==> src/rtl/sdram_slot_arbiter.sv <==
// Slot arbiter in front of the 96 MHz SDRAM controller: one CPU or video request
// per 8 MHz chipset slot, data returned to the owner at the following slot boundary.
module sdram_slot_arbiter #(
  parameter int CPU_MAX_WAIT = 3,
  parameter int WAIT_W       = 2
) (
  input  logic              clk_96,
  input  logic              init,
  input  logic              clk_8_en,
  input  logic              cpu_req,
  input  logic              cpu_we,
  input  logic [23:0]       cpu_addr,
  input  logic [1:0]        cpu_ds,
  input  logic [15:0]       cpu_din,
  output logic [15:0]       cpu_dout,
  output logic              cpu_ack,
  input  logic              vid_req,
  input  logic [23:0]       vid_addr,
  output logic [63:0]       vid_dout,
  output logic              vid_ack,
  output logic              sd_req,
  output logic              sd_we,
  output logic [23:0]       sd_addr,
  output logic [1:0]        sd_ds,
  output logic [15:0]       sd_din,
  input  logic [15:0]       sd_dout,
  input  logic [63:0]       sd_dout64,
  output logic [1:0]        dbg_owner_o,
  output logic [WAIT_W-1:0] dbg_cpu_wait_o
);

  localparam logic [1:0] OWN_NONE = 2'd0;
  localparam logic [1:0] OWN_CPU  = 2'd1;
  localparam logic [1:0] OWN_VID  = 2'd2;
  localparam logic [WAIT_W-1:0] WAIT_MAX = WAIT_W'(CPU_MAX_WAIT);

  logic              clk8_q;
  logic [1:0]        owner_q, owner_d;
  logic              owner_we_q, owner_we_d;
  logic [WAIT_W-1:0] wait_q, wait_d;
  logic              sd_req_q, sd_req_d;
  logic              sd_we_q, sd_we_d;
  logic [23:0]       sd_addr_q, sd_addr_d;
  logic [1:0]        sd_ds_q, sd_ds_d;
  logic [15:0]       sd_din_q, sd_din_d;
  logic [15:0]       cpu_dout_q, cpu_dout_d;
  logic [63:0]       vid_dout_q, vid_dout_d;
  logic              cpu_ack_q, cpu_ack_d;
  logic              vid_ack_q, vid_ack_d;

  logic slot_start;
  logic cpu_elig, vid_elig, cpu_win, vid_win;
  logic unused_vid_lsb;

  assign slot_start = clk_8_en & ~clk8_q;
  // The client currently being retired still has req high, so it is excluded.
  assign cpu_elig   = cpu_req && (owner_q != OWN_CPU);
  assign vid_elig   = vid_req && (owner_q != OWN_VID);
  assign cpu_win    = cpu_elig && (!vid_elig || (wait_q >= WAIT_MAX));
  assign vid_win    = vid_elig && !cpu_win;
  assign unused_vid_lsb = ^vid_addr[1:0];

  always_comb begin
    owner_d    = owner_q;
    owner_we_d = owner_we_q;
    wait_d     = wait_q;
    sd_req_d   = sd_req_q;
    sd_we_d    = sd_we_q;
    sd_addr_d  = sd_addr_q;
    sd_ds_d    = sd_ds_q;
    sd_din_d   = sd_din_q;
    cpu_dout_d = cpu_dout_q;
    vid_dout_d = vid_dout_q;
    cpu_ack_d  = 1'b0;
    vid_ack_d  = 1'b0;
    if (slot_start) begin
      if (owner_q == OWN_CPU) begin
        cpu_ack_d = 1'b1;
        if (!owner_we_q) cpu_dout_d = sd_dout;
      end
      if (owner_q == OWN_VID) begin
        vid_ack_d  = 1'b1;
        vid_dout_d = sd_dout64;
      end
      if (cpu_win) begin
        owner_d    = OWN_CPU;
        owner_we_d = cpu_we;
        sd_req_d   = 1'b1;
        sd_we_d    = cpu_we;
        sd_addr_d  = cpu_addr;
        sd_ds_d    = cpu_ds;
        sd_din_d   = cpu_din;
      end else if (vid_win) begin
        owner_d    = OWN_VID;
        owner_we_d = 1'b0;
        sd_req_d   = 1'b1;
        sd_we_d    = 1'b0;
        sd_addr_d  = {vid_addr[23:2], 2'b00};
        sd_ds_d    = 2'b11;
        sd_din_d   = 16'h0000;
      end else begin
        // Empty slot: the controller uses it for refresh.
        owner_d    = OWN_NONE;
        owner_we_d = 1'b0;
        sd_req_d   = 1'b0;
        sd_we_d    = 1'b0;
        sd_addr_d  = 24'h000000;
        sd_ds_d    = 2'b00;
        sd_din_d   = 16'h0000;
      end
      if (cpu_win || !cpu_elig) wait_d = '0;
      else if (wait_q < WAIT_MAX) wait_d = wait_q + WAIT_W'(1);
    end
  end

  always_ff @(posedge clk_96) begin
    if (init) begin
      clk8_q     <= 1'b0;
      owner_q    <= OWN_NONE;
      owner_we_q <= 1'b0;
      wait_q     <= '0;
      sd_req_q   <= 1'b0;
      sd_we_q    <= 1'b0;
      sd_addr_q  <= 24'h000000;
      sd_ds_q    <= 2'b00;
      sd_din_q   <= 16'h0000;
      cpu_dout_q <= 16'h0000;
      vid_dout_q <= 64'h0;
      cpu_ack_q  <= 1'b0;
      vid_ack_q  <= 1'b0;
    end else begin
      clk8_q     <= clk_8_en;
      owner_q    <= owner_d;
      owner_we_q <= owner_we_d;
      wait_q     <= wait_d;
      sd_req_q   <= sd_req_d;
      sd_we_q    <= sd_we_d;
      sd_addr_q  <= sd_addr_d;
      sd_ds_q    <= sd_ds_d;
      sd_din_q   <= sd_din_d;
      cpu_dout_q <= cpu_dout_d;
      vid_dout_q <= vid_dout_d;
      cpu_ack_q  <= cpu_ack_d;
      vid_ack_q  <= vid_ack_d;
    end
  end

  assign sd_req         = sd_req_q;
  assign sd_we          = sd_we_q;
  assign sd_addr        = sd_addr_q;
  assign sd_ds          = sd_ds_q;
  assign sd_din         = sd_din_q;
  assign cpu_dout       = cpu_dout_q;
  assign cpu_ack        = cpu_ack_q;
  assign vid_dout       = vid_dout_q;
  assign vid_ack        = vid_ack_q;
  assign dbg_owner_o    = owner_q;
  assign dbg_cpu_wait_o = wait_q;

endmodule

==> config.mk <==
export PLATFORM = sky130hd
export DESIGN_NAME = sdram_slot_arbiter
export DESIGN_NICKNAME = d
export VERILOG_FILES = /design/src/rtl/sdram_slot_arbiter.sv
export SDC_FILE = /design/constraint.sdc
export NUM_CORES = 1
export LEC_CHECK = 0
export ABC_AREA = 1
export BUFFER_PORTS_ARGS = -buffer_cell sky130_fd_sc_hd__buf_4
export CELL_PAD_IN_SITES_DETAIL_PLACEMENT = 1
export CELL_PAD_IN_SITES_GLOBAL_PLACEMENT = 1
export CORE_UTILIZATION = 27
export CTS_CLUSTER_DIAMETER = 80
export DETAILED_ROUTE_END_ITERATION = 12
export GPL_TIMING_DRIVEN = 0
export PLACE_DENSITY_LB_ADDON = 0.05
export SETUP_SLACK_MARGIN = 0.2
export SLEW_MARGIN = 10
export SYNTH_ARGS = -nofsm -noshare
export SYNTH_HDL_FRONTEND = slang
export SYNTH_SLANG_ARGS = --single-unit
==> constraint.sdc <==
create_clock -name clk_96 -period 1.2 [get_ports clk_96]
set_input_delay 0.24 -clock clk_96 [delete_from_list [all_inputs] [get_ports clk_96]]
set_output_delay 0.24 -clock clk_96 [all_outputs]
set_load 0.05 [all_outputs]
# Word-level counts from Yosys, hierarchy flattened
# Cells that the tools add are included.
# W data, S select, Z words.
[totals]
in_bits = 152
regBits = 131
output_inout_bits = 130
[op_classes]
n_reduce_logical = 14
n_bitwise = 4
n_lt_le_gt_ge = 2
add_sub_neg = 1
eq_ne = 4
mux = 14
[op_table]
columns = ["cell", "count"]
rows = [
  ["$mux W24", 2],
  ["$mux W16", 1],
  ["$mux W2", 6],
  ["$mux W1", 5],
  ["$logic_and A1 B1 Y1", 4],
  ["$reduce_and A2 Y1", 2],
  ["$logic_not A1 Y1", 3],
  ["$not A1 Y1", 3],
  ["$reduce_and A3 Y1", 1],
  ["$add A2 B1 Y2 const B", 1],
  ["$eq A2 B1 Y1 const B", 1],
  ["$eq A2 B2 Y1 const B", 1],
  ["$ge A2 B2 Y1 const B", 1],
  ["$logic_or A1 B1 Y1", 2],
  ["$lt A2 B2 Y1 const B", 1],
  ["$ne A2 B1 Y1 const B", 1],
  ["$ne A2 B2 Y1 const B", 1],
  ["$reduce_bool A2 Y1", 1],
  ["$reduce_or A2 Y1", 1],
  ["$and A1 B1 Y1", 1],
]

# Depth between registers and ports, before layout
# Gate-level depths: netlist of run 1.
[logic_depth]
ltp_word = 9
depth_mapped = 9

# Least setup slack after synthesis of run 1
# No wires, ideal clock.
[synth_timing]
path_type = "register -> register"
startpoint = "register wait_q[0] (netlist: dbg_cpu_wait_o[0])"
endpoint = "register wait_q[0] (netlist: dbg_cpu_wait_o[0])"
slack_ns = -0.407
path_buffers = 1
t_arrival_ns = 1.491
stages_incl_launch_ff = 8
path_cell_list = "dfxtp_1 -> ha_1 -> inv_1 -> nand3_2 -> buf_2 -> inv_1 -> a21oi_1 -> nor2_1"
[synth_via]
elab_chain_cells = 6
word_cells_on_any_way = 10
classes_between = "1 x add/sub; 2 x order compare; 2 x mux; 5 x reduce/logical"
[synth_lines]
columns = ["item", "line_no", "rtl"]
rows = [
  ["start: declaration", "40", "logic [WAIT_W-1:0] wait_q, wait_d;"],
  ["start signal: assignment", "135", "wait_q <= wait_d;"],
  ["$ge A2 B2 Y1", "59", "assign cpu_win = cpu_elig && (!vid_elig || (wait_q >= WAIT_MAX));"],
  ["$logic_or A1 B1 Y1", "59", ""],
  ["$logic_and A1 B1 Y1", "59", ""],
  ["$logic_or A1 B1 Y1", "111", "if (cpu_win || !cpu_elig) wait_d = '0;"],
  ["$reduce_bool A2 Y1 (no source line)", "n/a", ""],
  ["$reduce_and A2 Y1 (no source line)", "n/a", ""],
]
# Several ways; a longest one is shown, not always the timed one. The select of a mux whose other input is x is not followed.
# A chain may end at the register's enable or synchronous reset.

# Worst setup path after layout of run 1
[layout_timing]
startpoint = "register owner_q[1] (netlist: dbg_owner_o[1])"
endpoint = "register sd_addr_q[10] (netlist: sd_addr[10])"
[layout_via]
elab_chain_cells = 9
word_cells_on_any_way = 11
classes_between = "2 x eq/ne; 2 x mux; 7 x reduce/logical"
[layout_lines]
columns = ["item", "line_no", "rtl"]
rows = [
  ["start: declaration", "38", "logic [1:0] owner_q, owner_d;"],
  ["start signal: assignment", "133", "owner_q <= owner_d;"],
  ["$ne A2 B2 Y1", "58", "assign vid_elig = vid_req && (owner_q != OWN_VID);"],
  ["$logic_and A1 B1 Y1", "58", ""],
  ["$logic_not A1 Y1", "59", ""],
  ["$logic_or A1 B1 Y1", "59", ""],
  ["$logic_and A1 B1 Y1", "59", ""],
  ["$logic_not A1 Y1", "60", "assign vid_win = vid_elig && !cpu_win;"],
  ["$logic_and A1 B1 Y1", "60", ""],
  ["$mux W24", "93", "end else if (vid_win) begin"],
  ["$mux W24 *", "85", "if (cpu_win) begin"],
  ["end signal: assignment", "138", "sd_addr_q <= sd_addr_d;"],
  ["end: declaration", "43", "logic [23:0] sd_addr_q, sd_addr_d;"],
]
# Mark *: on every way between the ends. The rest lies on a longest branch, timed or not.

==> flow_summary.html, run 1 <==
<table>
<tr><th>Metric</th><th>Value</th></tr>
<tr><th colspan="2">Floorplanning</th></tr>
<tr><td>Starting Density</td><td>approximately 28%</td></tr>
<tr><td>Chip width</td><td>roughly 140 um</td></tr>
<tr><td>Boundary Pins</td><td>between 200 and 300</td></tr>
<tr><td>Count of standard-cell rows</td><td>50</td></tr>
<tr><td>Core area</td><td>0.0187 mm^2</td></tr>
<tr><td>Height of the die</td><td>140 um</td></tr>
<tr><td>Total die area</td><td>0.0197 mm^2</td></tr>
<tr><th colspan="2">Cells and area</th></tr>
<tr><td>Fraction of layout instances using a drive strength above 1</td><td>64.0%</td></tr>
<tr><td>Area growth, synth to finish</td><td>106%</td></tr>
<tr><td>Fill cells</td><td>2117</td></tr>
<tr><td>Utilization after layout</td><td>56.8%</td></tr>
<tr><td>Number of nets in the layout</td><td>1209</td></tr>
<tr><td>Cell area after layout</td><td>~0.011 mm^2</td></tr>
<tr><td>Number of diodes</td><td>0</td></tr>
<tr><th colspan="2">Setup path</th></tr>
<tr><td>Cell mode on critical path</td><td>nand2_1</td></tr>
<tr><td>Cell chain of the critical path</td><td>buf_6, nand2_8, nand2_4, o21bai_4, buf_12, clkbuf_16, nor2_2, nand2_1, nand2_1</td></tr>
<tr><td>Register-to-Register Setup Slack</td><td>-140 ps</td></tr>
<tr><td>Worst setup path end</td><td>sd_addr[10]</td></tr>
<tr><td>Arrival time of data at the critical path endpoint</td><td>~1700 ps</td></tr>
<tr><td>Worst endpoint required time</td><td>around 1600 ps</td></tr>
<tr><td>Worst r2r dst</td><td>sd_addr[10]</td></tr>
<tr><td>Worst setup path start</td><td>dbg_owner_o[1]</td></tr>
<tr><td>Slowest stage cell on the critical path</td><td>dfxtp_4</td></tr>
<tr><td>Depth of the most critical reg-to-reg path</td><td>9</td></tr>
<tr><td>Crit Path Category</td><td>flop to flop</td></tr>
<tr><td>Startpoint type of the worst setup path</td><td>flop</td></tr>
<tr><td>Largest stage delay on the critical path</td><td>360 ps</td></tr>
<tr><td>Startpoint of the lowest-slack register-to-register path</td><td>dbg_owner_o[1]</td></tr>
<tr><td>CP Capture Type</td><td>flop</td></tr>
<tr><td>Peak fanout along the critical path</td><td>6</td></tr>
<tr><th colspan="2">Timing</th></tr>
<tr><td>Shortest period the worst path allows</td><td>1340 ps</td></tr>
<tr><td>Maximum frequency from static timing analysis</td><td>0.746 GHz</td></tr>
<tr><td>Final worst clock skew</td><td>6.55 ps</td></tr>
<tr><td>Final setup violating endpoints</td><td>130</td></tr>
<tr><td>Pins over their slew limit</td><td>0</td></tr>
<tr><td>Final count of hold timing violations</td><td>0</td></tr>
<tr><td>RSZ-0062 raised after global routing</td><td>true</td></tr>
<tr><td>Final worst slack</td><td>-141 ps</td></tr>
<tr><td>Share of the clock period used by the worst path</td><td>112%</td></tr>
<tr><td>Transition time at the pin with the least slew margin</td><td>870 ps</td></tr>
<tr><td>Relative slew margins</td><td>42.0%</td></tr>
<tr><th colspan="2">Run status</th></tr>
<tr><td>Result of the run</td><td>complete, but fails checks</td></tr>
<tr><td>Violations in the final reports</td><td>negative setup slack</td></tr>
<tr><th colspan="2">Min path</th></tr>
<tr><td>Worst Hold Path Cells</td><td>3</td></tr>
<tr><td>Worst min path class</td><td>primary input to flop</td></tr>
<tr><th colspan="2">Global routing</th></tr>
<tr><td>Wire length of the first global-routing pass</td><td>roughly 30 mm</td></tr>
<tr><td>Pin count of the biggest net entering global routing</td><td>17</td></tr>
<tr><td>Number of global-route vias before repair</td><td>5619</td></tr>
<tr><td>Antenna violations before repair</td><td>0</td></tr>
<tr><td>Combined global-route utilization of all metal layers</td><td>around a fifth</td></tr>
<tr><td>Remaining global-route overflow</td><td>0</td></tr>
<tr><th colspan="2">Job</th></tr>
<tr><td>Max-capacitance violation count</td><td>0</td></tr>
<tr><th colspan="2">Synthesis</th></tr>
<tr><td>Mean cell area of the mapped netlist</td><td>7.31 um^2</td></tr>
<tr><td>Proportion of synthesized chip area in sequential cells</td><td>50.8%</td></tr>
<tr><td>Nets in the synthesized netlist</td><td>860</td></tr>
<tr><td>Number of synthesis warnings</td><td>0</td></tr>
<tr><td>Number of storage elements in the synthesis netlist</td><td>around 130</td></tr>
<tr><td>Synth Cell Area</td><td>around 0.0052 mm^2</td></tr>
<tr><td>Cells after synthesis</td><td>~710</td></tr>
<tr><td>Yosys cell types</td><td>23</td></tr>
<tr><th colspan="2">CTS</th></tr>
<tr><td>Cts hold-fix bufs</td><td>0</td></tr>
<tr><td>Total clock buffers created by CTS</td><td>17</td></tr>
<tr><td>Insertion delay to the later sink of the worst-skew pair</td><td>420 ps</td></tr>
<tr><td>Clock transition time at the flip-flop clock pins of the worst setup and hold paths</td><td>approximately 60 ps</td></tr>
<tr><td>TritonCTS clock tree</td><td>yes</td></tr>
<tr><td>Root Buffer Master</td><td>clkbuf_16</td></tr>
<tr><td>Num Clock Sinks</td><td>131</td></tr>
<tr><td>CTS Buffer Depth</td><td>2</td></tr>
<tr><td>Number of H-tree levels</td><td>4</td></tr>
<tr><th colspan="2">Place</th></tr>
<tr><td>Post-detail-place hpwl</td><td>14.0 mm</td></tr>
<tr><td>Placer's final routability congestion estimate</td><td>approximately 0.75</td></tr>
<tr><td>Number of buffers added on ports</td><td>279</td></tr>
<tr><td>Placement-stage cell area</td><td>0.00770 mm^2</td></tr>
<tr><th colspan="2">Pwr</th></tr>
<tr><td>Max VDD drop</td><td>0.956 mV</td></tr>
<tr><td>Power share of the combinational group</td><td>20.6%</td></tr>
<tr><td>Net switching share of the total power</td><td>28.8%</td></tr>
<tr><td>Internal power</td><td>around 8.8 mW</td></tr>
<tr><td>Cell leakage power</td><td>4.87 nW</td></tr>
<tr><td>Power per standard cell area</td><td>1160 mW/mm^2</td></tr>
<tr><td>Clk pwr share</td><td>41.5%</td></tr>
<tr><td>Sequential share of power</td><td>37.8%</td></tr>
<tr><td>Total net switching power</td><td>3.56 mW</td></tr>
<tr><th colspan="2">Routing</th></tr>
<tr><td>Drt first pass iters</td><td>4</td></tr>
<tr><td>Post-DR wirelength/cell</td><td>around 16 um</td></tr>
<tr><td>Ratio of routed vias to standard cells</td><td>between 4 and 5</td></tr>
<tr><td>Aggregate routed wire length</td><td>21.4 mm</td></tr>
<tr><td>Antenna-violating nets left</td><td>0</td></tr>
<tr><td>Total via count after detailed routing</td><td>about 5.9k</td></tr>
<tr><td>Starting DRC count in detailed routing</td><td>between 150 and 200</td></tr>
<tr><td>Number of remaining DRC errors</td><td>0</td></tr>
</table>
final cells by class:
type	count	area (um^2)	share of cell area, %
sequential	131	2790	26.3
timing repair buffer	329	3520	33.1
tap	234	293	2.75
clock buffer	21	483	4.54
clock inverter	11	98.8	0.930
inverter	35	151	1.42
multi-input combinational	495	2780	26.2
buffer	47	508	4.78
sequential cells by signal, summed over array words and instances, names as in the netlist:
name and cells:
sd_ds 2, sd_req 1, sd_din 16, clk8_q 1, dbg_cpu_wait_o 2, sd_addr 24
vid_ack 1, dbg_owner_o 2, cpu_ack 1, vid_dout 64, sd_we 1, cpu_dout 16
cells by family after synthesis:
logic type | share of synthesized area (%)
AO/OA/AOI/OAI | 10.5
buffers and inverters | 7.92
AND/OR/NAND/NOR | 30.6
adder cells (fa/ha/maj) | 0.242
flip-flops | 50.8
cells in the mapped netlist, drive strengths merged:
cell | instances | area, um^2
buf | 30 | 210
ha | 1 | 12.5
nand3 | 46 | 240
o211ai | 1 | 7.51
nor2 | 196 | 769
nand2 | 145 | 564
o21ai | 80 | 400
inv | 35 | 131
clkbuf | 17 | 67.6
o21bai | 1 | 18.8
nor3 | 1 | 5.00
dfxtp | 131 | 2620
a21oi | 23 | 115
repair_timing:
item | 4_1_cts | 5_1_grt
pin swaps | 12 | 67
setup endpoints to repair | 260 | 260
cloned | 2 | 9
buffers inserted | 14 | 26
gates resized for setup | 105 | 464
hold endpoints to repair | 0 | 0
cells in the final DEF (no fill, tap or decap), types with 16 or more instances in the layout:
cell / count
buf_6: 51
nor2_2: 57
dfxtp_2: 116
inv_1: 27
buf_4: 179
nor2_4: 16
nand3_2: 27
a21oi_1: 16
o21ai_1: 52
o21ai_2: 27
buf_8: 107
clkbuf_16: 26
nor2_1: 122
nand3_1: 16
nand2_1: 130
layer usage:
layer	part of all wire (%)	up-vias	wire [um]	GRT usage, %
li1	-	2932	-	-
met5	0	-	0	0
met3	8.4	22	1790	8.85
met2	52	179	11200	33.3
met1	38	2795	8130	22.0
met4	1.3	0	279	5.38
per-stage QoR:
step                std cells  hold slack, ps  total power [mW]  worst slack [ps]  TNS (ps)
floorplan                 707             347              5.78             -29.6      -603
global placement         1220             453              6.60              -625    -41920
detailed placement       1220             459              6.62              -639    -43100
CTS                      1268            24.3              12.0              -124    -11280
global route             1303            17.0              12.9              -190    -19240
finish                   1303            29.8              12.4              -141    -11500
worst min path at each step:
stage / start / endpoint / slack (ps)
global placement: sd_din[6] / sd_din[6] / 450
finish: sd_dout64[6] / vid_dout[6] / 30
CTS: sd_dout64[37] / vid_dout[37] / 20
floorplan: clk_8_en / clk8_q / 350
global route: sd_dout64[8] / vid_dout[8] / 20
detailed placement: sd_din[1] / sd_din[1] / 460
critical path: cells and delay by family, from the launching register on:
family | cells | cell delay [ps]
compound gates | 1 | 170
buf+inv | 3 | 440
flops | 1 | 360
simple gates | 5 | 310
power by group through the flow:
stage / Combinational, mW / Clock [mW] / Sequential (mW)
floorplan: 0.546 / 0 / 5.24
global placement: 1.91 / 0 / 4.69
detailed placement: 1.92 / 0 / 4.69
CTS: 2.08 / 5.27 / 4.61
global route: 2.71 / 5.49 / 4.69
finish: 2.55 / 5.14 / 4.68
Note: power is estimated with default switching activity, not from simulation.
==> run 2: changes to the inputs <==
Settings changed: ABC_AREA 1 to unset.
==> run 2 against run 1 <==
Net effect: the run still ends with negative setup slack left; synthesized cell count down 27%; combinational power down 14%; via count down 8.9%; sequential share of layout area about the same; flip-flop and latch count unchanged; clock-buffer cell count unchanged; hold slack worse by 7.5 ps; critical path depth down 2; fmax down 29%; power down 2.1%; cell area up 1.2%; sequential power down 0.9%.
==> flow_summary.html, run 2 <==
<table>
<tr><th>Metric</th><th>Value</th></tr>
<tr><th colspan="2">Setup path</th></tr>
<tr><td>Cell chain of the critical path</td><td>ha_4, or3b_1, and4_4, buf_6, buf_8, a222oi_1, inv_1</td></tr>
<tr><td>Slowest stage cell on the critical path</td><td>or3b_1</td></tr>
<tr><td>Peak fanout along the critical path</td><td>10 (+4)</td></tr>
<tr><td>Startpoint of the lowest-slack register-to-register path</td><td>dbg_cpu_wait_o[1]</td></tr>
<tr><td>Register-to-Register Setup Slack</td><td>-700 ps (-560 ps)</td></tr>
<tr><td>CP Capture Type</td><td>flop</td></tr>
<tr><td>Crit Path Category</td><td>flop to flop</td></tr>
<tr><td>Depth of the most critical reg-to-reg path</td><td>7 (-2)</td></tr>
<tr><td>Startpoint type of the worst setup path</td><td>flop</td></tr>
<tr><td>Largest stage delay on the critical path</td><td>380 ps (+20 ps)</td></tr>
<tr><td>Worst r2r dst</td><td>sd_addr[8]</td></tr>
<tr><td>Arrival time of data at the critical path endpoint</td><td>2190 ps (+490 ps)</td></tr>
<tr><td>Worst endpoint required time</td><td>1490 ps (-70 ps)</td></tr>
<tr><th colspan="2">Synthesis</th></tr>
<tr><td>EDFF count, synth</td><td>0 (unchanged)</td></tr>
<tr><td>Main combinational cell family by area after synthesis</td><td>compound AO/OA/AOI/OAI gates</td></tr>
<tr><td>Number of synthesis warnings</td><td>0 (unchanged)</td></tr>
<tr><td>Cell types with the highest counts after synthesis</td><td>nand2_1, dfxtp_1, a21oi_1</td></tr>
<tr><td>Synth Cell Area</td><td>0.00455 mm^2 (-12%)</td></tr>
<tr><td>Synth area leader</td><td>dfxtp_1</td></tr>
<tr><td>Proportion of synthesized chip area in sequential cells</td><td>57.6% (+6.8 points)</td></tr>
<tr><td>Complex-gate fraction of the synthesized area</td><td>19.5% (+9.0 points)</td></tr>
<tr><td>Arithmetic-cell share of the synthesized area counting full adders, half adders and majority gates</td><td>0.275% (+0.032 points)</td></tr>
<tr><td>Nets in the synthesized netlist</td><td>671 (-22%)</td></tr>
<tr><td>Share of async-settable or async-resettable flops after synthesis</td><td>0% (unchanged)</td></tr>
<tr><td>Synthesized-area fraction occupied by and/or/nand/nor cells</td><td>17.1% (-13 points)</td></tr>
<tr><td>Mean cell area of the mapped netlist</td><td>8.79 um^2 (+20%)</td></tr>
<tr><td>Most instantiated flip-flop cell in the synthesis netlist</td><td>dfxtp_1</td></tr>
<tr><td>Number of storage elements in the synthesis netlist</td><td>131 (unchanged)</td></tr>
<tr><td>XOR/XNOR Fraction of Synth Area</td><td>0% (unchanged)</td></tr>
<tr><td>Synth area leaders</td><td>dfxtp_1, nand2_1, a21oi_1</td></tr>
<tr><td>Post-synth top area share</td><td>57.6% (+6.8 points)</td></tr>
<tr><td>Yosys cell types</td><td>31 (+35%)</td></tr>
<tr><td>Most frequent cell after synthesis</td><td>nand2_1</td></tr>
<tr><td>Mux contribution to synthesized area</td><td>0% (unchanged)</td></tr>
<tr><td>Cells after synthesis</td><td>518 (-27%)</td></tr>
<tr><th colspan="2">Floorplanning</th></tr>
<tr><td>Boundary Pins</td><td>282 (unchanged)</td></tr>
<tr><td>Core area</td><td>0.0165 mm^2 (-12%)</td></tr>
<tr><td>Count of standard-cell rows</td><td>47 (-6.0%)</td></tr>
<tr><td>Total die area</td><td>0.0174 mm^2 (-12%)</td></tr>
<tr><td>Height of the die</td><td>132 um (-6.0%)</td></tr>
<tr><td>Chip width</td><td>132 um (-6.0%)</td></tr>
<tr><td>Starting Density</td><td>27.6% (-0.051 points)</td></tr>
<tr><th colspan="2">Cells and area</th></tr>
<tr><td>Area taken by flip-flops and latches</td><td>0.00282 mm^2 (+1.1%)</td></tr>
<tr><td>Highest-count cells in the layout ignoring fill and taps</td><td>buf_4, buf_8, dfxtp_2, nand2_1, a21oi_2</td></tr>
<tr><td>Most common cell after layout, fill and taps aside</td><td>buf_4</td></tr>
<tr><td>Final cell count without fillers</td><td>1129 (-13%)</td></tr>
<tr><td>Utilization after layout</td><td>65.1% (+8.3 points)</td></tr>
<tr><td>Fraction of layout instances using a drive strength above 1</td><td>78.9% (+15 points)</td></tr>
<tr><td>Number of diodes</td><td>0 (unchanged)</td></tr>
<tr><td>Fill cells</td><td>1663 (-21%)</td></tr>
<tr><td>Number of nets in the layout</td><td>1050 (-13%)</td></tr>
<tr><td>Cell area after layout</td><td>0.0108 mm^2 (+1.2%)</td></tr>
<tr><td>Area growth, synth to finish</td><td>136%</td></tr>
<tr><td>Combined area of the multi-input logic cells</td><td>0.00260 mm^2 (-6.6%)</td></tr>
<tr><td>Flip-flop count of the largest register after layout</td><td>64 (unchanged)</td></tr>
<tr><th colspan="2">Pwr</th></tr>
<tr><td>Overall power after layout</td><td>12.1 mW (-2.1%)</td></tr>
<tr><td>Internal power</td><td>8.92 mW (+1.2%)</td></tr>
<tr><td>Clk pwr share</td><td>43.5% (+2.0 points)</td></tr>
<tr><td>Total net switching power</td><td>3.19 mW (-10%)</td></tr>
<tr><td>Net switching share of the total power</td><td>26.3% (-2.4 points)</td></tr>
<tr><td>Power per standard cell area</td><td>1130 mW/mm^2 (-3.3%)</td></tr>
<tr><td>Cell leakage power</td><td>4.89 nW (+0.53%)</td></tr>
<tr><td>Power share of the combinational group</td><td>18.2% (-2.4 points)</td></tr>
<tr><td>Sequential share of power</td><td>38.3% (+0.5 points)</td></tr>
<tr><td>Max VDD drop</td><td>0.957 mV (+0.15%)</td></tr>
<tr><th colspan="2">Place</th></tr>
<tr><td>Placer's final routability congestion estimate</td><td>0.785 (+5.2%)</td></tr>
<tr><td>Post-detail-place hpwl</td><td>12.5 mm (-11%)</td></tr>
<tr><td>Number of buffers added on ports</td><td>278 (-0.36%)</td></tr>
<tr><td>Cells after DPL</td><td>1016 (-17%)</td></tr>
<tr><td>Worst slack at placement</td><td>-708 ps (-69.5 ps)</td></tr>
<tr><td>Placement-stage cell area</td><td>0.00703 mm^2 (-8.7%)</td></tr>
<tr><th colspan="2">Global routing</th></tr>
<tr><td>Remaining global-route overflow</td><td>0 (unchanged)</td></tr>
<tr><td>Number of global-route vias before repair</td><td>5734 (+2.0%)</td></tr>
<tr><td>Pin count of the biggest net entering global routing</td><td>17 (unchanged)</td></tr>
<tr><td>Antenna violations before repair</td><td>0 (unchanged)</td></tr>
<tr><td>Combined global-route utilization of all metal layers</td><td>21.6% (+2.0 points)</td></tr>
<tr><td>Wire length of the first global-routing pass</td><td>29.4 mm (-0.61%)</td></tr>
<tr><th colspan="2">CTS</th></tr>
<tr><td>TritonCTS clock tree</td><td>yes</td></tr>
<tr><td>Number of H-tree levels</td><td>4 (unchanged)</td></tr>
<tr><td>Num Clock Sinks</td><td>131 (unchanged)</td></tr>
<tr><td>Clock transition time at the flip-flop clock pins of the worst setup and hold paths</td><td>60 ps (about the same)</td></tr>
<tr><td>Insertion delay to the later sink of the worst-skew pair</td><td>410 ps (about the same)</td></tr>
<tr><td>CTS Buffer Depth</td><td>2 (unchanged)</td></tr>
<tr><td>Total clock buffers created by CTS</td><td>17 (unchanged)</td></tr>
<tr><td>Root Buffer Master</td><td>clkbuf_16</td></tr>
<tr><th colspan="2">Min path</th></tr>
<tr><td>Worst Min Path Start</td><td>cpu_addr[20]</td></tr>
<tr><td>Sink of the worst hold path</td><td>sd_addr[20]</td></tr>
<tr><td>Worst min path class</td><td>primary input to flop</td></tr>
<tr><td>Worst Hold Path Cells</td><td>3 (unchanged)</td></tr>
<tr><th colspan="2">Timing</th></tr>
<tr><td>Share of the clock period used by the worst path</td><td>158% (+47 points)</td></tr>
<tr><td>Pins over their slew limit</td><td>0 (unchanged)</td></tr>
<tr><td>Final count of hold timing violations</td><td>0 (unchanged)</td></tr>
<tr><td>Transition time at the pin with the least slew margin</td><td>785 ps (-84.8 ps)</td></tr>
<tr><td>Min Hold Slack</td><td>22.3 ps (-7.51 ps)</td></tr>
<tr><td>RSZ-0062 raised after global routing</td><td>true</td></tr>
<tr><td>Maximum frequency from static timing analysis</td><td>0.526 GHz (-29%)</td></tr>
<tr><td>Final setup TNS</td><td>-49650 ps (-38150 ps)</td></tr>
<tr><td>Relative slew margins</td><td>47.6% (+5.6 points)</td></tr>
<tr><td>Final setup violating endpoints</td><td>132 (+1.5%)</td></tr>
<tr><td>Final worst clock skew</td><td>8.50 ps (+1.95 ps)</td></tr>
<tr><td>Final worst slack</td><td>-701 ps (-560 ps)</td></tr>
<tr><td>Shortest period the worst path allows</td><td>1900 ps (+560 ps)</td></tr>
<tr><th colspan="2">Run status</th></tr>
<tr><td>Violations in the final reports</td><td>negative setup slack</td></tr>
<tr><td>Result of the run</td><td>complete, but fails checks</td></tr>
<tr><th colspan="2">Routing</th></tr>
<tr><td>Aggregate routed wire length</td><td>21.4 mm (-0.12%)</td></tr>
<tr><td>Starting DRC count in detailed routing</td><td>202 (+5.2%)</td></tr>
<tr><td>Antenna-violating nets left</td><td>0 (unchanged)</td></tr>
<tr><td>Post-DR wirelength/cell</td><td>18.9 um (+15%)</td></tr>
<tr><td>Number of remaining DRC errors</td><td>0 (unchanged)</td></tr>
<tr><td>Total via count after detailed routing</td><td>5402 (-8.9%)</td></tr>
<tr><td>Ratio of routed vias to standard cells</td><td>4.78 (+5.2%)</td></tr>
<tr><td>Drt first pass iters</td><td>6 (+2)</td></tr>
<tr><th colspan="2">Job</th></tr>
<tr><td>Max-capacitance violation count</td><td>0 (unchanged)</td></tr>
</table>
-- run 2: cell count changes after synthesis, moves of 16 or more --
cell	delta
clkbuf_1	+16
nor2_1	-182
a22o_1	+19
nand2_1	+25
a222oi_1	+21
a21oi_1	+61
o21ai_0	-79
nand3_1	-44
-- run 2: kinds of logic after synthesis --
family	count (synthesis)
fa+ha+maj	1
buf+inv	60
flops	131
simple gates	191
compound gates	135
-- run 2: worst max-delay path by stage --
stage	start	end	slack, ps	depth (start not counted)
2_1_floorplan	dbg_cpu_wait_o[1]	sd_addr[10]	-580	7
3_3_place_gp	init	sd_addr[12]	-650	6
3_5_place_dp	init	vid_dout[52]	-710	4
4_1_cts	dbg_cpu_wait_o[1]	sd_addr[4]	-640	7
5_1_grt	dbg_cpu_wait_o[1]	sd_addr[9]	-780	7
6_report	dbg_cpu_wait_o[1]	sd_addr[8]	-700	7
-- run 2: per-layer routing --
| metal | share of wire [%] | track usage, % | wire, um |
|---|---|---|---|
| met5 | 0 | 0 | 0 |
| met4 | 1.8 | 7.17 | 389 |
| met1 | 37 | 22.6 | 7900 |
| met2 | 55 | 40.5 | 11900 |
| met3 | 5.7 | 6.96 | 1230 |
-- run 2: timing repair --
item,4_1_cts,5_1_grt
pin swaps,57,133
setup buffers,43,31
endpoints found under the setup margin,261,260
hold buffers,0,0
resized for setup,455,260
cloned,7,1
-- run 2: power groups by stage --
stage | sequential, mW | combinational, mW | clock, mW
2_1_floorplan | 5.13 | 0.332 | 0
3_3_place_gp | 4.66 | 1.49 | 0
3_5_place_dp | 4.66 | 1.52 | 0
4_1_cts | 4.63 | 1.92 | 5.36
5_1_grt | 4.65 | 2.30 | 5.55
6_report | 4.64 | 2.20 | 5.27
-- run 2: area by class of cell --
| type | instances | share of cell area [%] |
|---|---|---|
| inverter | 22 | 0.768 |
| timing repair buffer | 360 | 36.5 |
| multi-input combinational | 327 | 24.2 |
| clock inverter | 10 | 1.21 |
| sequential | 131 | 26.2 |
| buffer | 38 | 4.21 |
| clock buffer | 21 | 4.28 |
| tap | 220 | 2.56 |
-- run 2: critical path: cells and delay by family, from the launching register on --
kind | cells | cell delay (ps)
buf+inv | 3 | 340
flops | 1 | 350
compound gates | 1 | 350
fa+ha+maj | 1 | 170
simple gates | 2 | 560
